**config.mk**
```make
export PLATFORM = sky130hd
export DESIGN_NAME = shiftreg_input_scanner
export DESIGN_NICKNAME = d
export VERILOG_FILES = /design/src/rtl/shiftreg_input_scanner.sv
export SDC_FILE = /design/constraint.sdc
export NUM_CORES = 1
export LEC_CHECK = 0
export ABC_CLOCK_PERIOD_IN_PS = 1600
export BUFFER_PORTS_ARGS = -buffer_cell sky130_fd_sc_hd__buf_2
export CORE_MARGIN = 8
export CORE_UTILIZATION = 57
export DETAILED_ROUTE_END_ITERATION = 8
export PLACE_DENSITY = 0.84
export REMOVE_ABC_BUFFERS = 1
export SLEW_MARGIN = 0
export SYNTH_ARGS = -nofsm -noshare
export SYNTH_HDL_FRONTEND = slang
export SYNTH_SLANG_ARGS = --single-unit
```
**constraint.sdc**
```tcl
create_clock -name i_clk -period 1.6 [get_ports i_clk]
set_input_delay 0 -clock i_clk [delete_from_list [all_inputs] [get_ports i_clk]]
set_output_delay 0 -clock i_clk [all_outputs]
set_load 0.05 [all_outputs]
```
**src/rtl/shiftreg_input_scanner.sv**
```systemverilog
// Scans a chain of parallel-in/serial-out registers: latch, shift N_BITS bits, commit the frame.
// Optional frame debounce is enabled by defining SHIFTREG_SCANNER_DEBOUNCE_EN.
module shiftreg_input_scanner #(
    parameter int N_BITS         = 24,
    parameter int CLK_DIV        = 4,
    parameter int LATCH_TICKS    = 2,
    parameter int DEBOUNCE_SCANS = 3
) (
    input  logic              i_clk,
    input  logic              i_rst_n,
    input  logic              i_scan_en,
    input  logic              i_sr_data,
    output logic              o_sr_latch,
    output logic              o_sr_clk,
    output logic [N_BITS-1:0] o_data,
    output logic              o_valid,
    output logic              o_changed
);

    if (N_BITS < 1 || N_BITS > 64 || CLK_DIV < 1 || CLK_DIV > 65535 ||
        LATCH_TICKS < 1 || LATCH_TICKS > 255 ||
        DEBOUNCE_SCANS < 1 || DEBOUNCE_SCANS > 15) begin : gBadParams
        $error("shiftreg_input_scanner: parameter out of range");
    end

    localparam int TickW  = (CLK_DIV > 1) ? $clog2(CLK_DIV) : 1;
    localparam int LatchW = $clog2(LATCH_TICKS + 1);
    localparam int BitW   = $clog2(N_BITS + 1);

    localparam logic [TickW-1:0]  TickLast  = TickW'(CLK_DIV - 1);
    localparam logic [LatchW-1:0] LatchLast = LatchW'(LATCH_TICKS - 1);
    localparam logic [BitW-1:0]   BitsAll   = BitW'(N_BITS);

    typedef enum logic [2:0] {
        IDLE,
        LATCH,
        SHIFT_HI,
        SHIFT_LO,
        DONE
    } state_t;

    state_t            state;
    state_t            nextState;
    logic [TickW-1:0]  tickCnt;
    logic              tick;
    logic [LatchW-1:0] latchCnt;
    logic [BitW-1:0]   bitCnt;
    logic [N_BITS-1:0] shiftReg;
    logic [N_BITS-1:0] shiftNext;
    logic              frameDone;
    logic              commit;

    // Free-running tick divider; it never pauses, so frame timing is always phase-locked to reset.
    assign tick = (tickCnt == TickLast);

    // NOTE: sequential state uses non-blocking assignments and an asynchronous active-low reset.
    always_ff @(posedge i_clk or negedge i_rst_n) begin
        if (!i_rst_n) begin
            tickCnt <= '0;
        end else if (tick) begin
            tickCnt <= '0;
        end else begin
            tickCnt <= tickCnt + TickW'(1);
        end
    end

    // NOTE: nextState gets a default before the case so no latch is inferred.
    always_comb begin
        nextState = state;
        unique case (state)
            IDLE:     if (tick && i_scan_en) nextState = LATCH;
            LATCH:    if (tick && latchCnt == LatchLast) nextState = SHIFT_HI;
            SHIFT_HI: if (tick) nextState = SHIFT_LO;
            SHIFT_LO: if (tick) nextState = (bitCnt == BitsAll) ? DONE : SHIFT_HI;
            DONE:     nextState = IDLE;
            default:  nextState = IDLE;
        endcase
    end

    if (N_BITS == 1) begin : gOneBit
        assign shiftNext = i_sr_data;
    end else begin : gManyBits
        assign shiftNext = {shiftReg[N_BITS-2:0], i_sr_data};
    end

    // Strobes are registered from nextState so the chain sees glitch-free edges.
    always_ff @(posedge i_clk or negedge i_rst_n) begin
        if (!i_rst_n) begin
            state      <= IDLE;
            o_sr_latch <= 1'b1;
            o_sr_clk   <= 1'b0;
            latchCnt   <= '0;
            bitCnt     <= '0;
            shiftReg   <= '0;
        end else begin
            state      <= nextState;
            o_sr_latch <= (nextState != LATCH);
            o_sr_clk   <= (nextState == SHIFT_LO);

            if (state == LATCH) begin
                if (tick) latchCnt <= latchCnt + LatchW'(1);
            end else begin
                latchCnt <= '0;
            end

            if (state == SHIFT_HI && tick) begin
                shiftReg <= shiftNext;
                bitCnt   <= bitCnt + BitW'(1);
            end else if (state == IDLE) begin
                bitCnt <= '0;
            end
        end
    end

    assign frameDone = (state == DONE);

`ifdef SHIFTREG_SCANNER_DEBOUNCE_EN
    localparam logic [3:0] DebMax = 4'(DEBOUNCE_SCANS);

    logic [N_BITS-1:0] prevFrame;
    logic [3:0]        stableCnt;
    logic [3:0]        stableNext;
    logic              sameFrame;

    // stableCnt of zero means no frame has been seen since reset.
    always_comb begin
        sameFrame  = (stableCnt != 4'd0) && (shiftReg == prevFrame);
        stableNext = 4'd1;
        if (sameFrame) stableNext = (stableCnt == DebMax) ? DebMax : stableCnt + 4'd1;
        commit = (stableNext == DebMax) &&
                 ((shiftReg != o_data) || (sameFrame && stableCnt == DebMax));
    end

    always_ff @(posedge i_clk or negedge i_rst_n) begin
        if (!i_rst_n) begin
            prevFrame <= '0;
            stableCnt <= '0;
        end else if (frameDone) begin
            prevFrame <= shiftReg;
            stableCnt <= stableNext;
        end
    end
`else
    assign commit = 1'b1;
`endif

    always_ff @(posedge i_clk or negedge i_rst_n) begin
        if (!i_rst_n) begin
            o_data    <= '0;
            o_valid   <= 1'b0;
            o_changed <= 1'b0;
        end else begin
            o_valid   <= frameDone && commit;
            o_changed <= frameDone && commit && (shiftReg != o_data);
            if (frameDone && commit) o_data <= shiftReg;
        end
    end

endmodule

```
==> results.py, run 1 <==
metrics = {
    "run_status": {
        "outcome": "finished, final reports clean",
    },
    "synthesis": {
        "synth_simple_gate_area_frac": 0.0658,
        "synth_top_family_by_area": "multiplexers",
        "ys_types": 26,
        "avgSynthCellArea_um2": 14.0,
        "ys.flop_type": "dfrtp_1",
        "postSynthCellCount": 199,
        "synth_fa_ha_area_frac": 0.0180,
        "synth-compound-area-share": 0.0284,
        "yosysTopAreaCellShare": 0.568,
        "synth-seq-cells": 64,
        "synth.most_common_cell": "dfrtp_1",
        "netlist_area_um2": 2780,
        "synth_edf_count": 0,
        "synthTopCellsByCount": "dfrtp_1, mux2_2, xnor2_1, nor2_1, nand4_1",
        "yosysWarnings": 0,
        "synth-xor-area-share": 0.0883,
        "ys_top_cells_by_area": "dfrtp_1, mux2_2, xnor2_1, ha_1, nor2_1",
        "async_flop_share": 1.00,
        "yosysSeqAreaShare": 0.577,
        "synth_area_leader_cell": "dfrtp_1",
        "synthMuxAreaShare": 0.195,
    },
    "die": {
        "die_area_um2": 7360,
        "initial_core_util": 0.588,
        "io_pins": 32,
        "coreArea_um2": 4720,
        "die_h_um": 85.8,
        "fp.dieW_um": 85.8,
        "rows": 25,
    },
    "drt": {
        "routed_wl_um": 5080,
        "vias": 1664,
        "wire_per_inst_um": 16.0,
        "drt_iter0_markers": 54,
        "dr_wl_met2_um": 2420,
        "wl_met3_um": 272,
        "detail_route.vias_per_cell": 5.25,
        "drc": 0,
        "routed.top_layer": "met4",
        "drtAntennaViolNets": 0,
        "dr.pass1.iters": 4,
        "drt-met1-wl_um": 2260,
    },
    "clocking": {
        "cts_max_path_buffers": 2,
        "numCtsBuffers": 9,
        "cts_setup_buffers": 0,
        "cts_tree": "built",
        "clkSinkCount": 64,
        "cts.root.buffer_cell": "clkbuf_8",
        "clock_latency_ns": 0.34,
        "htreeDepth": 3,
        "clkSlewWorstSetupHoldPaths_ns": 0.07,
    },
    "finish": {
        "multi_input_area_um2": 1100,
        "fillers": 333,
        "stdcell_count": 317,
        "final-seq-area_um2": 1600,
        "fin_nets": 253,
        "post-route-util": 0.699,
        "drive_gt1_frac": 0.408,
        "n_antenna_cell": 0,
        "area_growth_pct": 18.9,
    },
    "timing": {
        "hold_viol": 0,
        "worstMarginPinSlew_ns": 0.448,
        "skew_ns": 0.00726,
        "period_needed_ns": 1.52,
        "drv_slew": 0,
        "grt_setup_unrepaired": "false",
        "setup_slack_ns": 0.0838,
        "timing.final.crit_share": 0.948,
        "fin_setup_tns_ns": 0,
        "fmax_ghz": 0.660,
        "relSlewSlack": 0.701,
        "setup_violations": 0,
    },
    "setup_path": {
        "required_ns": 1.80,
        "crit_chain": "ha_1 -> and4bb_1 -> buf_12 -> nor2b_1 -> o21ai_1 -> o21ai_0",
        "cp-end-kind": "register",
        "r2r_setup_slack_ns": 0.08,
        "criticalPathCategory": "register to register",
        "slowest_stage": "dfrtp_1",
        "cp.arrival_ns": 1.72,
        "slowest_delay_ns": 0.38,
        "cp_max_fo": 30,
        "worstSetupStartpointType": "register",
    },
    "global_routing": {
        "antenna_found_initial": 0,
        "track_usage": 0.155,
        "grt_pass1_wl_um": 8680,
        "grt_max_degree": 38,
        "first_global_vias": 1729,
        "grt_remaining_overflow": 0,
    },
    "placed_design": {
        "place_inst": 298,
        "gp_congestion": 0.739,
        "dp_hpwl_um": 3320,
        "port-buffer-count": 31,
        "dp_slack_ns": 0.144,
    },
    "pwr": {
        "total_leakage_power_uw": 0.00162,
        "p_per_area_nw_per_um2": 992,
        "ir_drop_mv": 0.935,
    },
    "worst_hold_path": {
        "hold_class": "input pin to register",
    },
    "run": {
        "maxCapViolations": 0,
    },
}
## final timing paths
check / start / depth (start not counted) / endpoint
worst min-delay path: i_scan_en / 3 / o_sr_latch$_DFF_PN1_
worst max register to register: tickCnt[0]$_DFF_PN0_ / 6 / bitCnt[2]$_DFFE_PN0P_
worst min register to register: tickCnt[0]$_DFF_PN0_ / 1 / tickCnt[0]$_DFF_PN0_
max in group asynchronous: i_rst_n / 3 / o_valid$_DFF_PN0_
worst max-delay path: tickCnt[0]$_DFF_PN0_ / 6 / bitCnt[2]$_DFFE_PN0P_
min in group asynchronous: i_rst_n / 3 / o_data[19]$_DFFE_PN0P_
## through the flow
step	power, uW	hold slack [ns]	instance area (um^2)
3_3_place_gp	1720	-0.208	3040
2_1_floorplan	1680	-0.296	2720
5_1_grt	3380	0.0356	3300
3_5_place_dp	1720	-0.208	3040
6_report	3280	0.0104	3300
4_1_cts	3310	0.00511	3300
## flip-flops by register name, summed over array words and instances (netlist names)
signal and count:
bitCnt 5, latchCnt 2, o_changed 1, o_data 24, o_sr_clk 1, o_sr_latch 1
o_valid 1, shiftReg 24, state 3, tickCnt 2
## cell usage in the layout (no fill, tap or decap), types with 2 or more instances in the layout
master	n
dlygate4sd3_1	3
ha_1	4
inv_1	4
nand4_1	6
nor2_1	13
mux2_2	47
xnor2_1	28
dfrtp_1	63
nand3_1	4
a21boi_0	2
buf_2	31
clkbuf_8	12
o21ai_0	4
clkbuf_1	2
nand2_1	2
a22o_1	3
bufinv_16	2
buf_4	6
buf_12	2
## worst max-delay path, delay by kind of cell, from the launching register on
family | cells | cell delay [ns]
AO/OA/AOI/OAI | 2 | 0.26
adder cells (fa/ha/maj) | 1 | 0.21
buffers and inverters | 1 | 0.17
flip-flops | 1 | 0.38
AND/OR/NAND/NOR | 2 | 0.36
## area by class of cell
class                   instances  share of cell area
inverters                       4             0.00455
clock buffers                  14              0.0523
multi-input cells             124               0.332
repair buffers                 42              0.0818
well taps                      67              0.0254
clock inverters                 2              0.0182
flip-flops and latches         64               0.485
## power breakdown
group	internal, uW	switching (uW)	total, uW
logic	21.7	38.8	60.5
registers	1620	6.97	1630
clock network	1010	577	1580
total	2650	623	3280
## per-layer routing
| layer | global-route usage | vias up |
|---|---|---|
| li1 | - | 784 |
| met2 | 0.229 | 34 |
| met1 | 0.194 | 837 |
| met4 | 0.0908 | 0 |
| met5 | 0 | - |
| met3 | 0.0525 | 9 |
## timing repair
item,4_1_cts,5_1_grt
resized for setup,0,1
hold buffers,3,0
hold endpoints to repair,64,0
endpoints found under the setup margin,0,1
## logic make-up after synthesis
family / after synthesis
xor+xnor: 28
flops: 64
buf+inv: 11
compound gates: 12
fa+ha+maj: 4
mux: 48
simple gates: 32
No activity file was read; power rests on OpenSTA's default activity.
==> run 2: changes to the inputs <==
--- a/config.mk
+++ b/config.mk
@@ -8,9 +8,11 @@
 export ABC_CLOCK_PERIOD_IN_PS = 1600
 export BUFFER_PORTS_ARGS = -buffer_cell sky130_fd_sc_hd__buf_2
 export CORE_MARGIN = 8
-export CORE_UTILIZATION = 57
+export CORE_UTILIZATION = 60
+export CTS_BUF_LIST = sky130_fd_sc_hd__clkbuf_4
 export DETAILED_ROUTE_END_ITERATION = 8
-export PLACE_DENSITY = 0.84
+export HOLD_SLACK_MARGIN = 0.03
+export PLACE_DENSITY = 0.88
 export REMOVE_ABC_BUFFERS = 1
 export SLEW_MARGIN = 0
 export SYNTH_ARGS = -nofsm -noshare
==> run 2 against run 1 <==
Net effect: sequential share of layout area up 2.0 points; design area fell by 3.9%; clock-buffer cell count is 5 lower; worst hold slack better by 0.088 ns; setup slack better by 0.020 ns; non-clock buffer count fell by 1; combinational power up 2%; critical endpoint unchanged; maximum frequency increased by 1.3%.
==> results.py, run 2 (synthesis results as in run 1) <==
metrics = {
    "run_status": {
        "outcome": "finished, final reports clean",
    },
    "timing": {
        "drv_slew": 0,
        "fmax_ghz": 0.668,
        "timing.final.crit_share": 0.935,
        "period_needed_ns": 1.50,
        "fin_setup_tns_ns": 0,
        "setup_slack_ns": 0.104,
        "worstMarginPinSlew_ns": 0.496,
        "grt_setup_unrepaired": "false",
        "hold_viol": 0,
        "relSlewSlack": 0.669,
        "setup_violations": 0,
        "skew_ns": 0.0120,
    },
    "drt": {
        "vias": 1660,
        "dr_wl_met2_um": 2270,
        "drt-met1-wl_um": 2380,
        "routed.top_layer": "met4",
        "wire_per_inst_um": 16.5,
        "drtAntennaViolNets": 0,
        "wl_met3_um": 231,
        "dr.pass1.iters": 4,
        "drc": 0,
        "routed_wl_um": 4950,
        "detail_route.vias_per_cell": 5.53,
        "drt_iter0_markers": 146,
    },
    "setup_path": {
        "worstSetupStartpointType": "register",
        "criticalPathCategory": "register to register",
        "required_ns": 1.88,
        "cp.arrival_ns": 1.78,
        "r2r_cells": 6,
        "cp_max_fo": 30,
        "cp-end-kind": "register",
    },
    "die": {
        "fp.dieW_um": 84.0,
        "die_h_um": 84.0,
        "initial_core_util": 0.629,
        "coreArea_um2": 4410,
        "io_pins": 32,
        "rows": 24,
        "die_area_um2": 7060,
    },
    "clocking": {
        "clkSlewWorstSetupHoldPaths_ns": 0.10,
        "cts_max_path_buffers": 2,
        "ctsHoldBuffers": 3,
        "clock_latency_ns": 0.39,
        "cts_resized": 0,
        "cts.root.buffer_cell": "clkbuf_4",
        "cts_tree": "built",
        "numCtsBuffers": 9,
        "clkSinkCount": 64,
        "cts_setup_buffers": 0,
        "htreeDepth": 3,
    },
    "global_routing": {
        "grt_remaining_overflow": 0,
        "first_global_vias": 1714,
        "grt_max_degree": 45,
        "antenna_found_initial": 0,
        "track_usage": 0.153,
        "grt_pass1_wl_um": 8640,
    },
    "finish": {
        "layout_common_cells": "dfrtp_1, mux2_2, buf_2, xnor2_1, nor2_1",
        "area_growth_pct": 14.3,
        "drive_gt1_frac": 0.399,
        "n_antenna_cell": 0,
        "top_regs": "o_data: 24 flops, shiftReg: 24 flops, bitCnt: 5 flops",
        "multi_input_area_um2": 1100,
        "fin_nets": 252,
        "fillers": 293,
        "final-seq-area_um2": 1600,
        "final_common_cell": "dfrtp_1",
    },
    "pwr": {
        "ir_drop_mv": 0.571,
        "p_per_area_nw_per_um2": 844,
        "total_leakage_power_uw": 0.00157,
    },
    "placed_design": {
        "dp_slack_ns": 0.134,
        "port-buffer-count": 31,
        "gp_congestion": 0.833,
        "dp_hpwl_um": 3480,
    },
    "worst_hold_path": {
        "hold_class": "input pin to async pin",
    },
    "run": {
        "maxCapViolations": 0,
    },
}
[run 2: stage by stage]
step | hold WS (ns) | cell area [um^2] | power (uW) | std cells | util
floorplan | -0.296 | 2720 | 1680 | 192 | -
global placement | -0.0137 | 3030 | 1720 | 282 | 0.685
detailed placement | -0.00470 | 3030 | 1720 | 282 | 0.685
CTS | 0.0959 | 3170 | 2710 | 300 | 0.719
global route | 0.112 | 3170 | 2790 | 300 | 0.719
finish | 0.0981 | 3170 | 2680 | 300 | 0.719
[run 2: layout make-up]
type | instances | share of cell area
multi-input cells | 124 | 0.346
clock buffers | 9 | 0.0213
inverters | 4 | 0.00473
well taps | 52 | 0.0205
clock inverters | 6 | 0.0162
flip-flops and latches | 64 | 0.505
repair buffers | 41 | 0.0867
[run 2: layer usage]
layer,vias to the layer above,global-route usage
met4,0,0.0612
met1,845,0.203
met3,8,0.0625
met2,28,0.215
met5,-,0
li1,779,-
[run 2: critical path: stages (launching register included)]
cell and delay [ns]:
dfrtp_1 0.39, ha_1 0.22, and4bb_1 0.22, buf_12 0.18, nor2b_1 0.14, o21ai_0 0.13, o21ai_0 0.10
[run 2: where the power goes]
part,switching [uW],internal (uW),leakage [uW]
logic,38.4,23.4,0.000643
registers,8.01,1620,0.000860
clock network,539,448,0.0000681
[run 2: path summary, 6_finish.rpt]
path / start / to / slack [ns]
min in group i_clk: i_sr_data / shiftReg[0]$_DFFE_PN0P_ / 0.38
max: tickCnt[0]$_DFF_PN0_ / bitCnt[2]$_DFFE_PN0P_ / 0.10
max in group asynchronous: i_rst_n / o_data[0]$_DFFE_PN0P_ / 0.91
min reg2reg: tickCnt[0]$_DFF_PN0_ / tickCnt[0]$_DFF_PN0_ / 0.44
max reg2reg: tickCnt[0]$_DFF_PN0_ / bitCnt[2]$_DFFE_PN0P_ / 0.10
min: i_rst_n / shiftReg[14]$_DFFE_PN0P_ / 0.1
==> run 3: changes to the inputs <==
--- a/config.mk
+++ b/config.mk
@@ -12,6 +12,7 @@
 export CTS_BUF_LIST = sky130_fd_sc_hd__clkbuf_4
 export DETAILED_ROUTE_END_ITERATION = 8
 export HOLD_SLACK_MARGIN = 0.03
+export MAX_ROUTING_LAYER = met4
 export PLACE_DENSITY = 0.88
 export REMOVE_ABC_BUFFERS = 1
 export SLEW_MARGIN = 0
==> run 3 against run 2 <==
Net effect: register-to-register slack barely moved; sequential cell count did not move; first-iteration DRC count rose by 9.6%; cell count did not move; clock power rose by 0.8%; global-route usage rose by 0.43 points; clock skew fell by 0.0022 ns; highest routed layer unchanged.
==> results.py, run 3 (synthesis results as in run 1) <==
metrics = {
    "timing": {
        "setup_violations": 0,
        "relSlewSlack": 0.670,
        "fin_setup_tns_ns": 0,
        "fmax_ghz": 0.671,
        "drv_slew": 0,
        "skew_ns": 0.00977,
        "timing.final.crit_share": 0.931,
        "period_needed_ns": 1.49,
        "worstMarginPinSlew_ns": 0.494,
        "hold_viol": 0,
        "grt_setup_unrepaired": "false",
    },
    "setup_path": {
        "slowest_delay_ns": 0.39,
        "cp_common_cell": "o21ai_0",
        "criticalPathCategory": "register to register",
        "critical_path.top_delay_family": "flip-flops",
        "required_ns": 1.88,
        "worstSetupStartpointType": "register",
        "crit_chain": "ha_1 -> and4bb_1 -> buf_12 -> nor2b_1 -> o21ai_0 -> o21ai_0",
        "slowest_stage": "dfrtp_1",
        "cp_max_fo": 30,
        "cp.arrival_ns": 1.77,
        "path_buf_inv": 1,
        "cp-end-kind": "register",
    },
    "global_routing": {
        "grt_pass1_wl_um": 8630,
        "met2_usage": 0.214,
        "antenna_found_initial": 0,
        "grt_remaining_overflow": 0,
        "grt_use_met1": 0.204,
        "first_global_vias": 1713,
        "use_met3": 0.0625,
        "top_usage_layer": "met2",
        "grt_max_degree": 45,
        "track_usage": 0.157,
    },
    "die": {
        "rows": 24,
        "die_h_um": 84.0,
        "fp.dieW_um": 84.0,
        "initial_core_util": 0.629,
        "coreArea_um2": 4410,
        "io_pins": 32,
        "die_area_um2": 7060,
    },
    "clocking": {
        "htreeDepth": 3,
        "clkSinkCount": 64,
        "cts_tree": "built",
        "clock_latency_ns": 0.40,
        "cts_max_path_buffers": 2,
        "cts.root.buffer_cell": "clkbuf_4",
        "clkSlewWorstSetupHoldPaths_ns": 0.10,
        "numCtsBuffers": 9,
    },
    "drt": {
        "vias": 1662,
        "drtAntennaViolNets": 0,
        "drt_iter0_markers": 160,
        "drc": 0,
        "wire_per_inst_um": 16.5,
        "dr.pass1.iters": 4,
        "detail_route.vias_per_cell": 5.54,
        "routed_wl_um": 4950,
    },
    "finish": {
        "drive_gt1_frac": 0.399,
        "top_regs": "o_data: 24 flops, shiftReg: 24 flops, bitCnt: 5 flops",
        "post-route-util": 0.719,
        "area_growth_pct": 14.3,
        "fin_area_um2": 3170,
        "n_antenna_cell": 0,
        "fin_nets": 252,
        "final_common_cell": "dfrtp_1",
        "layout_common_cells": "dfrtp_1, mux2_2, buf_2, xnor2_1, nor2_1",
    },
    "placed_design": {
        "dp_hpwl_um": 3480,
        "gp_congestion": 0.846,
        "port-buffer-count": 31,
        "place_area_um2": 3030,
    },
    "pwr": {
        "ir_drop_mv": 0.573,
        "total_leakage_power_uw": 0.00157,
        "p_per_area_nw_per_um2": 847,
        "p_total_uw": 2690,
    },
    "worst_hold_path": {
        "hold_class": "input pin to async pin",
    },
    "run": {
        "maxCapViolations": 0,
    },
    "run_status": {
        "outcome": "finished, final reports clean",
    },
}
-- run 3: cell counts in the layout (fill, tap and decap cells not counted) --
Identical to the previous run, type by type.
-- run 3: per-layer routing --
metal	vias up	wire [um]
met2	29	2250
met4	0	76
met1	840	2380
li1	784	-
met5	-	0
met3	9	239
-- run 3: worst register-to-register path: stages, from the launching register on --
cell and delay, ns:
dfrtp_1 0.39, ha_1 0.22, and4bb_1 0.22, buf_12 0.18
nor2b_1 0.15, o21ai_0 0.12, o21ai_0 0.10
-- run 3: stage by stage --
stage	setup WS, ns	hold slack (ns)	std cells
6_report	0.111	0.0920	300
5_1_grt	0.00330	0.112	300
4_1_cts	0.101	0.0959	300
3_5_place_dp	0.134	-0.00470	282
3_3_place_gp	0.179	-0.0137	282
2_1_floorplan	-0.419	-0.296	192
-- run 3: cell type report --
type,instances,area [um^2]
sequential,64,1600
clock inverter,6,51.3
tap,52,65.1
multi-input combinational,124,1100
fill,293,1240
inverter,4,15.0
clock buffer,9,67.6
timing repair buffer,41,275
-- run 3: worst paths after layout --
| path | from | end | slack (ns) | cells after the start |
|---|---|---|---|---|
| max | tickCnt[0]$_DFF_PN0_ | bitCnt[2]$_DFFE_PN0P_ | 0.11 | 6 |
| min | i_rst_n | bitCnt[1]$_DFFE_PN0P_ | 0.09 | 2 |
| max reg2reg | tickCnt[0]$_DFF_PN0_ | bitCnt[2]$_DFFE_PN0P_ | 0.11 | 6 |
| min reg2reg | tickCnt[0]$_DFF_PN0_ | tickCnt[0]$_DFF_PN0_ | 0.44 | 1 |
| max in group asynchronous | i_rst_n | shiftReg[18]$_DFFE_PN0P_ | 0.92 | 3 |
| min in group i_clk | i_sr_data | shiftReg[0]$_DFFE_PN0P_ | 0.37 | 3 |
-- run 3: power by group --
group | internal [uW] | switching (uW) | leakage, uW | total, uW
Sequential | 1620 | 8.15 | 0.000860 | 1630
Clock | 448 | 547 | 0.0000681 | 995
Combinational | 23.4 | 38.4 | 0.000643 | 61.8
Total | 2090 | 593 | 0.00157 | 2690
-- run 3: timing repair --
item / in CTS / in global routing
hold endpoints to repair: 67 / 0
resized for setup: 0 / 0
hold buffers: 3 / 0
buffers inserted: 0 / 0
